==> src/rtl/cache_fill_fsm_if.sv <==
`default_nettype none
// ============================================================================
// cache_fill_fsm_if
// ----------------------------------------------------------------------------
// Groups the signals between the cache miss-fill controller, the cache arrays
// and pipelined main memory.
//
//   master (fill controller):
//     in : miss_detected, miss_address, memory_data_valid, memory_data
//     out: fsm_busy, mem_req, memory_address, cache_addr, cache_data,
//          write_data_array, write_tag_array
//   slave (cache + memory side): the mirror image of master.
// ----------------------------------------------------------------------------
// Revision: 1.0 - initial release
// ============================================================================
interface cache_fill_fsm_if #(
  parameter int ADDR_WIDTH = 16
);
  // Cache -> controller
  logic                  miss_detected;
  logic [ADDR_WIDTH-1:0] miss_address;
  // Memory -> controller
  logic                  memory_data_valid;
  logic [15:0]           memory_data;
  // Controller -> requester / memory / cache arrays
  logic                  fsm_busy;
  logic                  mem_req;
  logic [ADDR_WIDTH-1:0] memory_address;
  logic [ADDR_WIDTH-1:0] cache_addr;
  logic [15:0]           cache_data;
  logic                  write_data_array;
  logic                  write_tag_array;

  modport master (
    input  miss_detected,
    input  miss_address,
    input  memory_data_valid,
    input  memory_data,
    output fsm_busy,
    output mem_req,
    output memory_address,
    output cache_addr,
    output cache_data,
    output write_data_array,
    output write_tag_array
  );

  modport slave (
    output miss_detected,
    output miss_address,
    output memory_data_valid,
    output memory_data,
    input  fsm_busy,
    input  mem_req,
    input  memory_address,
    input  cache_addr,
    input  cache_data,
    input  write_data_array,
    input  write_tag_array
  );
endinterface
`default_nettype wire

==> src/rtl/cache_fill_fsm.sv <==
`default_nettype none
// ============================================================================
// cache_fill_fsm
// ----------------------------------------------------------------------------
// Miss-handling controller in front of the 2-way cache data/meta arrays.
// On a miss it requests every word of the block from pipelined memory on
// consecutive cycles, streams each returned word into the data array, then
// commits the block with a single tag/meta write. The requester is stalled
// (fsm_busy) for the whole transfer.
//
// Ports:
//   clk  - system clock, rising edge
//   rst  - asynchronous, active-low reset
//   bus  - cache_fill_fsm_if.master
//          miss_detected/miss_address      : miss report from the cache
//          memory_data_valid/memory_data   : returned memory words
//          fsm_busy                        : fill in progress
//          mem_req/memory_address          : memory read request
//          cache_addr/cache_data           : data/meta array address, data
//          write_data_array                : data-array write strobe
//          write_tag_array                 : meta-array write strobe
// ----------------------------------------------------------------------------
// Revision: 1.0 - initial release
// ============================================================================
module cache_fill_fsm #(
  parameter int ADDR_WIDTH      = 16,
  parameter int WORDS_PER_BLOCK = 8    // power of 2, at least 2
) (
  input  wire logic         clk,
  input  wire logic         rst,
  cache_fill_fsm_if.master  bus
);

  // Counter width holds 0..WORDS_PER_BLOCK inclusive, so the request counter
  // can park at WORDS_PER_BLOCK once all requests are out.
  localparam int CNT_W = $clog2(WORDS_PER_BLOCK) + 1;
  // Byte-offset width inside a block (2 bytes per word). Equal to CNT_W.
  localparam int OFF_W = $clog2(2 * WORDS_PER_BLOCK);

  localparam logic [CNT_W-1:0] WORDS    = CNT_W'(WORDS_PER_BLOCK);
  localparam logic [CNT_W-1:0] LAST_IDX = CNT_W'(WORDS_PER_BLOCK - 1);
  localparam logic [CNT_W-1:0] CNT_ONE  = CNT_W'(1);

  typedef enum logic [1:0] {
    ST_IDLE   = 2'd0,
    ST_FETCH  = 2'd1,
    ST_COMMIT = 2'd2
  } state_t;

  state_t                state_q,     state_d;
  logic [CNT_W-1:0]      issue_cnt_q, issue_cnt_d;
  logic [CNT_W-1:0]      recv_cnt_q,  recv_cnt_d;
  logic [ADDR_WIDTH-1:0] base_q,      base_d;

  // Offset bits of the miss address never matter: the block is fetched from
  // its first word regardless of which word missed.
  logic w_unused_offset;
  assign w_unused_offset = ^bus.miss_address[OFF_W-1:0];

  // Word address inside the current block. The offset is substituted rather
  // than added, so the tag/set field of base_q can never be disturbed.
  function automatic logic [ADDR_WIDTH-1:0] word_addr(
    input logic [CNT_W-2:0] idx
  );
    return {base_q[ADDR_WIDTH-1:OFF_W], idx, 1'b0};
  endfunction

  // --------------------------------------------------------------------------
  // State and datapath registers
  // --------------------------------------------------------------------------
  always_ff @(posedge clk or negedge rst) begin
    if (!rst) begin
      state_q     <= ST_IDLE;
      issue_cnt_q <= '0;
      recv_cnt_q  <= '0;
      base_q      <= '0;
    end else begin
      state_q     <= state_d;
      issue_cnt_q <= issue_cnt_d;
      recv_cnt_q  <= recv_cnt_d;
      base_q      <= base_d;
    end
  end

  // Busy is a pure decode of the state register so it drops at once on reset.
  assign bus.fsm_busy = (state_q != ST_IDLE);

  // --------------------------------------------------------------------------
  // Next-state and output logic
  // --------------------------------------------------------------------------
  always_comb begin
    state_d              = state_q;
    issue_cnt_d          = issue_cnt_q;
    recv_cnt_d           = recv_cnt_q;
    base_d               = base_q;

    bus.mem_req          = 1'b0;
    bus.memory_address   = '0;
    bus.cache_addr       = '0;
    bus.cache_data       = '0;
    bus.write_data_array = 1'b0;
    bus.write_tag_array  = 1'b0;

    unique case (state_q)
      ST_IDLE: begin
        // Returned-data strobes are ignored here: stale pulses after an
        // aborted fill must not write anything.
        if (bus.miss_detected) begin
          state_d     = ST_FETCH;
          base_d      = {bus.miss_address[ADDR_WIDTH-1:OFF_W], {OFF_W{1'b0}}};
          issue_cnt_d = '0;
          recv_cnt_d  = '0;
        end
      end

      ST_FETCH: begin
        // Request side: one request per cycle, no memory back-pressure.
        if (issue_cnt_q < WORDS) begin
          bus.mem_req        = 1'b1;
          bus.memory_address = word_addr(issue_cnt_q[CNT_W-2:0]);
          issue_cnt_d        = issue_cnt_q + CNT_ONE;
        end

        // Return side: independent of the request side, may overlap it.
        if (bus.memory_data_valid) begin
          bus.write_data_array = 1'b1;
          bus.cache_addr       = word_addr(recv_cnt_q[CNT_W-2:0]);
          bus.cache_data       = bus.memory_data;
          recv_cnt_d           = recv_cnt_q + CNT_ONE;
          if (recv_cnt_q == LAST_IDX) begin
            state_d = ST_COMMIT;
          end
        end
      end

      ST_COMMIT: begin
        // The cache keeps miss_detected high while the meta write happens,
        // so the miss is deliberately not examined here.
        bus.write_tag_array = 1'b1;
        bus.cache_addr      = base_q;
        state_d             = ST_IDLE;
      end

      default: begin
        state_d = ST_IDLE;
      end
    endcase
  end

endmodule
`default_nettype wire

==> src/flat_wrapper.sv <==
// flat-port wrapper written by rule: the top's interface ports become plain ports
module cache_fill_fsm_flat 
#(
  parameter int ADDR_WIDTH      = 16,
  parameter int WORDS_PER_BLOCK = 8                             
)
  (clk, rst, bus_miss_detected, bus_miss_address, bus_memory_data_valid, bus_memory_data, bus_fsm_busy, bus_mem_req, bus_memory_address, bus_cache_addr, bus_cache_data, bus_write_data_array, bus_write_tag_array);
  cache_fill_fsm_if #(.ADDR_WIDTH(ADDR_WIDTH)) bus_i ();
  input  wire logic clk;
  input  wire logic rst;
  input wire logic [$bits(bus_i.miss_detected)-1:0] bus_miss_detected;
  input wire logic [$bits(bus_i.miss_address)-1:0] bus_miss_address;
  input wire logic [$bits(bus_i.memory_data_valid)-1:0] bus_memory_data_valid;
  input wire logic [$bits(bus_i.memory_data)-1:0] bus_memory_data;
  output wire logic [$bits(bus_i.fsm_busy)-1:0] bus_fsm_busy;
  output wire logic [$bits(bus_i.mem_req)-1:0] bus_mem_req;
  output wire logic [$bits(bus_i.memory_address)-1:0] bus_memory_address;
  output wire logic [$bits(bus_i.cache_addr)-1:0] bus_cache_addr;
  output wire logic [$bits(bus_i.cache_data)-1:0] bus_cache_data;
  output wire logic [$bits(bus_i.write_data_array)-1:0] bus_write_data_array;
  output wire logic [$bits(bus_i.write_tag_array)-1:0] bus_write_tag_array;
  assign bus_i.miss_detected = bus_miss_detected;
  assign bus_i.miss_address = bus_miss_address;
  assign bus_i.memory_data_valid = bus_memory_data_valid;
  assign bus_i.memory_data = bus_memory_data;
  assign bus_fsm_busy = bus_i.fsm_busy;
  assign bus_mem_req = bus_i.mem_req;
  assign bus_memory_address = bus_i.memory_address;
  assign bus_cache_addr = bus_i.cache_addr;
  assign bus_cache_data = bus_i.cache_data;
  assign bus_write_data_array = bus_i.write_data_array;
  assign bus_write_tag_array = bus_i.write_tag_array;
  cache_fill_fsm #(.ADDR_WIDTH(ADDR_WIDTH), .WORDS_PER_BLOCK(WORDS_PER_BLOCK)) u_core (.clk(clk), .rst(rst), .bus(bus_i));
endmodule
==> config.mk <==
export PLATFORM = sky130hd
export DESIGN_NAME = cache_fill_fsm_flat
export DESIGN_NICKNAME = d
export VERILOG_FILES = /design/src/rtl/cache_fill_fsm_if.sv /design/src/rtl/cache_fill_fsm.sv /design/src/flat_wrapper.sv
export SDC_FILE = /design/constraint.sdc
export NUM_CORES = 1
export LEC_CHECK = 0
export BUFFER_PORTS_ARGS = -buffer_cell sky130_fd_sc_hd__buf_2
export CAP_MARGIN = 20
export CORE_MARGIN = 5
export CORE_UTILIZATION = 44
export CTS_CLUSTER_SIZE = 40
export DETAILED_ROUTE_END_ITERATION = 8
export GPL_TIMING_DRIVEN = 0
export PLACE_DENSITY = 0.84
export SLEW_MARGIN = 30
export SYNTH_ARGS = -nofsm -noshare
export SYNTH_HDL_FRONTEND = slang
export SYNTH_SLANG_ARGS = --single-unit
==> constraint.sdc <==
create_clock -name clk -period 2 [get_ports clk]
set_input_delay 0.1 -clock clk [delete_from_list [all_inputs] [get_ports clk]]
set_output_delay 0.1 -clock clk [all_outputs]
set_load 0.05 [all_outputs]
==> results.sh <==
export IMPL_start_util_pct=45.8
export IMPL_grt_pass1_vias=1559
export IMPL_dr_total_vias=1538
export IMPL_cts_buffer_depth=2
export IMPL_routed_wl_microns=4400
export IMPL_synth_cell_types=36
export IMPL_cp_required_ps=1900
export IMPL_powerDensity_mw_per_mm2=1830
export IMPL_crit_path_end_kind="primary output"
export IMPL_grt_overflow_total=0
export IMPL_holdPathStages=2
export IMPL_die_w_microns=69.4
export IMPL_ir_worst_vdd_v=0.00108
export IMPL_io_pins=88
export IMPL_cts_htree_levels=1
export IMPL_r2r_cells=7
export IMPL_cts_buffers=3
export IMPL_portBuffers=81
export IMPL_rsz0062_at_grt="true"
export IMPL_utilization_pct=65.8
export IMPL_nFillCells=262
export IMPL_syn_cell_area_sq_mm=0.00155
export IMPL_yosys_register_bits=22
export IMPL_ant_nets=0
export IMPL_crit_top_cell="buf_6"
export IMPL_tns_ps=0
export IMPL_cp_arrival_ps=1820
export IMPL_hpwl_microns=3140
export IMPL_r2r_end="u_core.state_q[0]$_DFFE_PN0P_"
export IMPL_dp_slack_ps=9.15
export IMPL_setup_worst_path_class="flip-flop to primary output"
export IMPL_leakage_nw=1.22
export IMPL_antenna_cells=0
export IMPL_ys_seq_area_share_pct=35.4
export IMPL_syn_avg_cell_area_sq_um=9.14
export IMPL_dr_pass1_iters=4
export IMPL_syn_to_final_growth_pct=43.5
export IMPL_clock_sinks=22
export IMPL_path_max_fanout=10
export IMPL_rows=21
export IMPL_critPathMaxStageDelay_ps=420
export IMPL_fmax_mhz=521
export IMPL_hp_class="input pin to flip-flop"
export IMPL_vias_per_cell=5.03
export IMPL_cp_cell_sequence="inv_2 > ha_2 > buf_6 > and2b_4 > buf_6 > and2_1 > buf_6"
export IMPL_cts_clk_slew_worst_paths_ps=130
export IMPL_final_layout_size_suffix_gt1_share_pct=46.5
export IMPL_setup_viol=0
export IMPL_r2r_setup_slack_ps=270
export IMPL_finalNetCount=305
export IMPL_grt_max_degree=23
export IMPL_cts_root_buf="clkbuf_4"
export IMPL_post_place_cells=298
export IMPL_die_y_microns=69.4
export IMPL_synth_cells=170
export IMPL_mostFrequentLayoutCell="buf_2"
export IMPL_gp_congestion=0.856
export IMPL_layout_common_cells="buf_2, and2_1, dfrtp_1"
export IMPL_core_area_sq_mm=0.00339
export IMPL_wire_per_inst_microns=14.4
export IMPL_antenna_found_initial=0
export IMPL_min_to="u_core.base_q[6]$_DFFE_PN0P_"
export IMPL_fin_skew_ps=5.09
export IMPL_critPathLaunchType="flip-flop"
export IMPL_final_max_slew_violation_count=0
export IMPL_finalHoldViolations=0
export IMPL_fin_ws_ps=79.2
export IMPL_min_period_over_period_pct=96.0
export IMPL_min_from="bus_miss_address[6]"
export IMPL_grt_first_pass_wirelength_microns=7180
export IMPL_finalNonFillerCells=306
export IMPL_cts_tree="built"
export IMPL_r2r_start="u_core.state_q[0]$_DFFE_PN0P_"
export IMPL_fin_crit_ps=1920
export IMPL_maxCapViolCount=0
export IMPL_ys_warn_count=0
export IMPL_critPathSlowestCell="dfrtp_1"
export IMPL_drt_iter0_drc=42
export IMPL_die_area_sq_mm=0.00482
export IMPL_grt_util_all_layers_pct=17.6
export IMPL_clkLatencyLatePin_ps=310
export IMPL_hold_slack_ps=10.7
export IMPL_status="finished, final reports clean"
export IMPL_drcViolationCount=0
==> flip-flops by register name, summed over array words and instances (netlist names) <==
name and count:
u_core.issue_cnt_q 4, u_core.state_q 2, u_core.base_q 12, u_core.recv_cnt_q 4
==> stage by stage <==
stage	instance area, sq um	total power, W
2_1_floorplan	1560	0.00287
3_3_place_gp	2020	0.00339
3_5_place_dp	2020	0.00344
4_1_cts	2160	0.00395
5_1_grt	2230	0.00435
6_report	2230	0.00409
==> cells in the mapped netlist, drive strengths merged <==
library cell | n | area [sq um]
clkbuf | 5 | 18.8
and3 | 17 | 106
nand2b | 2 | 12.5
dfrtp | 22 | 551
nor2b | 6 | 37.5
mux2 | 14 | 158
o21ai | 5 | 25.0
nand3b | 1 | 7.51
mux2i | 1 | 10.0
nand2 | 8 | 37.5
nor2 | 6 | 22.5
or3 | 1 | 6.26
nand4 | 4 | 25.0
nand3 | 5 | 25.0
o2111ai | 1 | 8.76
and4 | 1 | 8.76
and2 | 30 | 188
a211oi | 1 | 7.51
a31oi | 1 | 6.26
a32oi | 1 | 8.76
nor3 | 2 | 10.0
conb | 1 | 3.75
ha | 8 | 100
o211ai | 2 | 15.0
and4b | 1 | 10.0
inv | 5 | 18.8
o311ai | 1 | 8.76
buf | 9 | 60.1
and2b | 1 | 10.0
a41oi | 1 | 8.76
a21oi | 7 | 38.8
==> power breakdown <==
group	leakage (nW)	internal [W]	total (W)	switching [W]
clock network	0.0279	0.000202	0.000349	0.000147
registers	0.270	0.000651	0.000842	0.000191
logic	0.920	0.00103	0.00289	0.00186
total	1.22	0.00189	0.00409	0.00220
==> routing by layer <==
metal | track usage, % | share of wire (%) | vias to the layer above
li1 | - | - | 762
met1 | 19.3 | 37 | 717
met2 | 32.0 | 53 | 57
met3 | 6.81 | 9.2 | 2
met4 | 3.47 | 0.41 | 0
met5 | 0 | 0 | -
==> critical path, delay by kind of cell, from the launching register on <==
| kind | cells | cell delay (ps) |
|---|---|---|
| buf+inv | 4 | 530 |
| flops | 1 | 420 |
| simple gates | 2 | 370 |
| fa+ha+maj | 1 | 190 |
==> logic make-up after synthesis <==
kind of cell               share of synthesized area (%)
muxes                                               10.8
and+or+nand+nor                                     32.6
AOI/OAI and AO/OA                                   8.21
adders and majority gates                           6.44
other                                              0.241
buffers and inverters                               6.28
DFF                                                 35.4
==> how the worst max path moves through the flow <==
stage,cells past startpoint,endpoint,startpoint
final,7,bus_memory_address[10],u_core.state_q[1]$_DFFE_PN0P_
after global placement,7,bus_memory_address[9],u_core.state_q[1]$_DFFE_PN0P_
after global routing,7,bus_memory_address[10],u_core.state_q[1]$_DFFE_PN0P_
after detailed placement,7,bus_memory_address[11],u_core.state_q[1]$_DFFE_PN0P_
after floorplan,6,bus_cache_addr[10],u_core.state_q[0]$_DFFE_PN0P_
after CTS,7,bus_memory_address[10],u_core.state_q[1]$_DFFE_PN0P_
==> area by class of cell <==
cell class	count	area, sq um	area share, %
clock buffers	3	22.5	1.01
repair buffers	85	532	23.8
well taps	46	57.6	2.58
multi-input cells	130	917	41.1
clock inverters	1	30.0	1.35
flip-flops and latches	22	551	24.7
inverters	5	18.8	0.842
plain buffers	14	101	4.55
==> repair_timing <==
| action | in CTS | in global routing |
|---|---|---|
| hold buffers | 1 | 1 |
| endpoints found under the setup margin | 37 | 34 |
| buffers inserted | 1 | 1 |
| hold endpoints to repair | 22 | 1 |
| resized for setup | 29 | 17 |
Power figures use the tool's default switching activity.
